--- config.mk ---
export PLATFORM = sky130hd
export DESIGN_NAME = counter4_updown_flat
export DESIGN_NICKNAME = d
export VERILOG_FILES = /design/src/rtl/counter4_updown_if.sv /design/src/rtl/counter4_updown.sv /design/src/flat_wrapper.sv
export SDC_FILE = /design/constraint.sdc
export NUM_CORES = 1
export LEC_CHECK = 0
export CAP_MARGIN = 20
export CELL_PAD_IN_SITES_DETAIL_PLACEMENT = 1
export CELL_PAD_IN_SITES_GLOBAL_PLACEMENT = 2
export CORE_ASPECT_RATIO = 1.2
export CORE_MARGIN = 2
export CORE_UTILIZATION = 27
export CTS_BUF_LIST = sky130_fd_sc_hd__clkbuf_16
export CTS_CLUSTER_SIZE = 24
export DETAILED_ROUTE_END_ITERATION = 8
export PLACE_DENSITY_LB_ADDON = 0.15
export SLEW_MARGIN = 20
export SYNTH_ARGS = -nofsm -noshare
export SYNTH_HDL_FRONTEND = slang
export SYNTH_SLANG_ARGS = --single-unit
--- constraint.sdc ---
create_clock -name clk -period 2.5 [get_ports clk]
set_clock_uncertainty 0.2 [all_clocks]
set_input_delay 0.75 -clock clk [delete_from_list [all_inputs] [get_ports clk]]
set_output_delay 0.75 -clock clk [all_outputs]
set_load 0.01 [all_outputs]
--- src/rtl/counter4_updown_if.sv ---
// counter4_updown_if
//   Control and status bundle for the modulo up/down counter.
//   master modport: the controller side (drives en/up/load/step/clr_err,
//                   observes count/tc/carry/err).
//   slave modport:  the counter itself.
//   Signals:
//     en        count enable
//     up        direction, 1 = increment, 0 = decrement
//     load      synchronous parallel load request
//     load_val  value to load (WIDTH bits)
//     step_mode 0 = free run, 1 = count only on step edges
//     step      asynchronous pushbutton level
//     clr_err   synchronous clear of err
//     count     registered count (WIDTH bits)
//     tc        terminal count, combinational from count and up
//     carry     one-cycle pulse on wrap
//     err       sticky out-of-range load flag
interface counter4_updown_if #(
    parameter int WIDTH = 4
);
    logic             en;
    logic             up;
    logic             load;
    logic [WIDTH-1:0] load_val;
    logic             step_mode;
    logic             step;
    logic             clr_err;
    logic [WIDTH-1:0] count;
    logic             tc;
    logic             carry;
    logic             err;

    modport master (
        output en, up, load, load_val, step_mode, step, clr_err,
        input  count, tc, carry, err
    );

    modport slave (
        input  en, up, load, load_val, step_mode, step, clr_err,
        output count, tc, carry, err
    );
endinterface

--- src/rtl/counter4_updown.sv ---
// counter4_updown
//   Modulo-MOD up/down counter with enable, parallel load, single-step mode
//   and a registered carry/borrow pulse for cascading.
//   Ports:
//     clk      rising-edge clock
//     reset_n  asynchronous active-low reset
//     bus      counter4_updown_if.slave (controls in, count/tc/carry/err out)
//   Parameters: WIDTH is the counter width in bits; the modulus is legal
//   over 2..2**WIDTH and the count runs from zero to modulus minus one.
module counter4_updown #(
    parameter int WIDTH = 4,
    parameter int MOD   = 10
) (
    input logic              clk,
    input logic              reset_n,
    counter4_updown_if.slave bus
);
    localparam logic [WIDTH-1:0] LAST    = WIDTH'(MOD - 1);
    // One extra bit so MOD = 2**WIDTH compares correctly against load_val.
    localparam logic [WIDTH:0]   MOD_EXT = (WIDTH + 1)'(MOD);

    logic             s1;
    logic             s2;
    logic             s3;
    logic [WIDTH-1:0] count_q;
    logic             carry_q;
    logic             err_q;
    logic             step_pulse;
    logic             cev;
    logic             load_oor;

    // Step synchronizer plus edge flop. These track step in both modes so
    // entering step mode with step already high yields no event.
    always_ff @(posedge clk or negedge reset_n) begin
        if (!reset_n) begin
            s1 <= 1'b0;
            s2 <= 1'b0;
            s3 <= 1'b0;
        end else begin
            s1 <= bus.step;
            s2 <= s1;
            s3 <= s2;
        end
    end

    always_comb begin
        step_pulse = s2 & ~s3;
        cev        = bus.en & (bus.step_mode ? step_pulse : 1'b1);
        load_oor   = ({1'b0, bus.load_val} >= MOD_EXT);
    end

    always_ff @(posedge clk or negedge reset_n) begin
        if (!reset_n) begin
            count_q <= '0;
            carry_q <= 1'b0;
        end else if (bus.load) begin
            // Out-of-range loads saturate to the last legal state.
            count_q <= load_oor ? LAST : bus.load_val;
            carry_q <= 1'b0;
        end else if (cev && bus.up) begin
            if (count_q == LAST) begin
                count_q <= '0;
                carry_q <= 1'b1;
            end else begin
                count_q <= count_q + WIDTH'(1);
                carry_q <= 1'b0;
            end
        end else if (cev) begin
            if (count_q == '0) begin
                count_q <= LAST;
                carry_q <= 1'b1;
            end else begin
                count_q <= count_q - WIDTH'(1);
                carry_q <= 1'b0;
            end
        end else begin
            carry_q <= 1'b0;
        end
    end

    // Setting err takes precedence over clearing it.
    always_ff @(posedge clk or negedge reset_n) begin
        if (!reset_n) begin
            err_q <= 1'b0;
        end else if (bus.load && load_oor) begin
            err_q <= 1'b1;
        end else if (bus.clr_err) begin
            err_q <= 1'b0;
        end
    end

    assign bus.count = count_q;
    assign bus.carry = carry_q;
    assign bus.err   = err_q;
    assign bus.tc    = bus.up ? (count_q == LAST) : (count_q == '0);
endmodule
--- src/flat_wrapper.sv ---
// flat-port wrapper written by rule: the top's interface ports become plain ports
module counter4_updown_flat 
#(
    parameter int WIDTH = 4,
    parameter int MOD   = 10
)
  (clk, reset_n, bus_en, bus_up, bus_load, bus_load_val, bus_step_mode, bus_step, bus_clr_err, bus_count, bus_tc, bus_carry, bus_err);
  counter4_updown_if #(.WIDTH(WIDTH)) bus_i ();
  input logic clk;
  input logic reset_n;
  input wire logic [$bits(bus_i.en)-1:0] bus_en;
  input wire logic [$bits(bus_i.up)-1:0] bus_up;
  input wire logic [$bits(bus_i.load)-1:0] bus_load;
  input wire logic [$bits(bus_i.load_val)-1:0] bus_load_val;
  input wire logic [$bits(bus_i.step_mode)-1:0] bus_step_mode;
  input wire logic [$bits(bus_i.step)-1:0] bus_step;
  input wire logic [$bits(bus_i.clr_err)-1:0] bus_clr_err;
  output wire logic [$bits(bus_i.count)-1:0] bus_count;
  output wire logic [$bits(bus_i.tc)-1:0] bus_tc;
  output wire logic [$bits(bus_i.carry)-1:0] bus_carry;
  output wire logic [$bits(bus_i.err)-1:0] bus_err;
  assign bus_i.en = bus_en;
  assign bus_i.up = bus_up;
  assign bus_i.load = bus_load;
  assign bus_i.load_val = bus_load_val;
  assign bus_i.step_mode = bus_step_mode;
  assign bus_i.step = bus_step;
  assign bus_i.clr_err = bus_clr_err;
  assign bus_count = bus_i.count;
  assign bus_tc = bus_i.tc;
  assign bus_carry = bus_i.carry;
  assign bus_err = bus_i.err;
  counter4_updown #(.WIDTH(WIDTH), .MOD(MOD)) u_core (.clk(clk), .reset_n(reset_n), .bus(bus_i));
endmodule
==> flow_metrics.py <==
metrics = {
    "layout": {
        "final_nets": 100,
        "diodes": 0,
        "fillers": 233,
        "areaGrowthSynthToFinish_pct": 56.8,
        "fin_util_pct": 44.3,
        "drive_above_1_share_pct": 25.3,
        "final_cells": 117,
        "multi_input_area_um2": 312,
        "seqCellArea_um2": 225,
    },
    "place": {
        "dp_cells": 112,
        "gp_routability_congestion": 0.699,
        "hpwlAfterDp_um": 1090,
        "io_buffers": 18,
    },
    "sta": {
        "period_needed_ps": 2510,
        "timing.fmax_ghz": 0.399,
        "hold_viol": 0,
        "setup_violations": 1,
        "slew_viol_final": 0,
        "max_slew_margin_pct": 70.6,
        "worstMarginPinSlew_ps": 439,
        "setup_ws_ps": -5.59,
        "period_share_pct": 100,
        "rsz0062_at_grt": "yes",
    },
    "die": {
        "initial_utilization_pct": 28.3,
        "pin_count": 19,
        "die_area_mm2": 0.00253,
        "coreArea_mm2": 0.00205,
        "dieWidth_um": 46.3,
        "die-height_um": 54.7,
        "row_count": 18,
    },
    "clocking": {
        "cts.sinks": 9,
        "htreeDepth": 1,
        "hold_buffers": 0,
        "cts_max_path_buffers": 2,
        "insertion_delay_ps": 230,
        "cts_tree": "yes",
        "root_buffer": "clkbuf_16",
        "numCtsBuffers": 3,
        "clkTransAtPathRegs_ps": 40,
    },
    "synth": {
        "synth-seq-area-share_pct": 38.9,
        "synth.area.top_cells": "dfrtp_1 (39%), nand2_1 (4.5%), buf_6 (3.9%)",
        "yosysMostFrequentCell": "dfrtp_1",
        "synthesis.area_um2": 579,
        "synth-async-reset-ratio_pct": 100,
        "ys.flop_type": "dfrtp_1",
        "avgSynthCellArea_um2": 9.50,
        "ys_warn_count": 0,
        "synth_common_cells": "dfrtp_1 (9), nand2_1 (7), nor2_1 (3)",
        "ys_ff_latch": 9,
        "synth_cell_types": 33,
        "syn_nets": 73,
        "synthesis.instances": 61,
        "synth_top_area_share_pct": 38.9,
        "yosys.area.top_type": "dfrtp_1",
        "synth_edf_count": 0,
    },
    "run_status": {
        "status": "finished, violations left",
        "violations": "negative setup slack",
    },
    "setup_path": {
        "worstPathRequired_ps": 1550,
        "crit_arrival_ps": 1560,
        "cp-end-kind": "primary output",
        "crit_path_start_kind": "input pin",
        "crit_type": "in -> out",
        "crit_fanout": 2,
    },
    "detailed_routing": {
        "postRouteAntennaNets": 0,
        "dr.pass1.iters": 2,
        "wl_um": 1490,
        "drtIter0Drc": 1,
        "wl_per_cell_um": 12.7,
        "num_vias": 534,
        "via_per_inst": 4.56,
        "drc": 0,
    },
    "grt": {
        "grt_max_degree": 14,
        "grt_overflow": 0,
        "antenna_found_initial": 0,
        "grt.total_usage_pct": 14.6,
        "grt_pass1_wl_um": 2380,
        "grt_pass1_vias": 529,
    },
    "pwr": {
        "p_comb_share_pct": 27.9,
        "p_leak_nw": 0.382,
        "p_sw_w": 0.000155,
        "irDropWorstVdd_v": 0.000510,
        "swShare_pct": 25.2,
        "power.density_mw_per_mm2": 679,
        "clkPwrFrac_pct": 45.0,
        "p_int_w": 0.000461,
        "seqPwrFrac_pct": 27.1,
    },
    "job": {
        "maxCapViolCount": 0,
    },
    "hold_path": {
        "hp-class": "reg -> reg",
    },
}
kinds of logic after synthesis:
family | Yosys count | share of synthesized area [%]
simple gates | 28 | 30.0
compound gates | 13 | 16.2
flops | 9 | 38.9
buf+inv | 7 | 8.21
xor+xnor | 2 | 3.02
mux | 2 | 3.67
cells in the final DEF, fill, tap and decap left out:
cell	n
o21a_1	1
a21oi_1	2
a21boi_1	1
dfrtp_1	9
buf_6	2
nand2_1	7
nand3_1	2
inv_1	3
a211oi_2	1
nor3b_2	1
o31ai_1	1
or3_4	1
or2_2	1
nand4b_1	2
a31o_2	1
xnor2_1	2
nor3_1	1
nor2_1	3
or3_1	1
a31oi_1	2
buf_4	8
mux2_2	1
o32ai_2	1
nand3b_1	2
and3_1	1
clkbuf_16	3
buf_2	1
and2_1	1
nor2b_1	2
nor4b_2	1
mux2i_1	1
o21ai_0	2
nand2b_1	2
o22ai_1	1
clkdlybuf4s50_1	16
final cells by class:
| cell class | count | share of cell area (%) |
|---|---|---|
| Timing Repair Buffer | 27 | 27.3 |
| Inverter | 2 | 0.826 |
| Clock inverter | 1 | 0.413 |
| Sequential cell | 9 | 24.8 |
| Multi-Input combinational cell | 45 | 34.3 |
| Tap cell | 30 | 4.13 |
| Clock buffer | 3 | 8.26 |
metal layers:
layer	vias up	routed length (um)	track usage, %
met3	2	88	6.60
met5	-	0	0
met4	0	27	10.0
met1	250	682	16.5
li1	267	-	-
met2	15	691	21.5
flip-flops by register name, summed over array words and instances, names as in the netlist:
name              cells
u_core.bus.count      4
u_core.bus.carry      1
u_core.bus.err        1
u_core.s1             1
u_core.s2             1
u_core.s3             1
what timing repair did:
| action | CTS | global route |
|---|---|---|
| resized for setup | 11 | 0 |
| pin swaps | 2 | 2 |
| setup buffers | 1 | 0 |
| endpoints found under the setup margin | 1 | 1 |
power by group through the flow:
stage / clock network (W) / registers [W] / logic [W]
detailed placement: 0 / 0.000168 / 0.000173
global placement: 0 / 0.000167 / 0.000172
global route: 0.000293 / 0.000169 / 0.000189
CTS: 0.000286 / 0.000167 / 0.000175
floorplan: 0 / 0.000175 / 0.0000927
finish: 0.000277 / 0.000167 / 0.000172
metrics by stage:
stage	worst slack (ps)	total power, W	setup TNS (ps)	instance area [um2]	hold WS [ps]
after floorplan	95.2	0.000267	0	579	131
after global placement	-841	0.000340	-970	817	139
after detailed placement	-819	0.000341	-928	817	154
after CTS	-24.2	0.000628	-24.2	908	168
after global routing	-30.1	0.000650	-30.1	908	180
final	-5.59	0.000617	-5.59	908	163
critical path, stage by stage:
cell and delay, ps:
buf_6 90, or3_1 320, a211oi_2 240, buf_2 160
worst paths after layout:
| kind | depth (start not counted) | slack [ps] | endpoint | from |
|---|---|---|---|---|
| worst min register to register | 0 | 160 | u_core.s2 | u_core.s1 |
| max in group asynchronous | 1 | 1170 | u_core.bus.carry | reset_n |
| min in group asynchronous | 1 | 630 | u_core.bus.err | reset_n |
| worst min-delay path | 0 | 160 | u_core.s2 | u_core.s1 |
| worst max register to register | 5 | 640 | u_core.bus.count[2] | u_core.bus.count[0] |
| worst max-delay path | 4 | -6 | bus_tc | bus_up |
No activity file was read; power rests on OpenSTA's default activity.
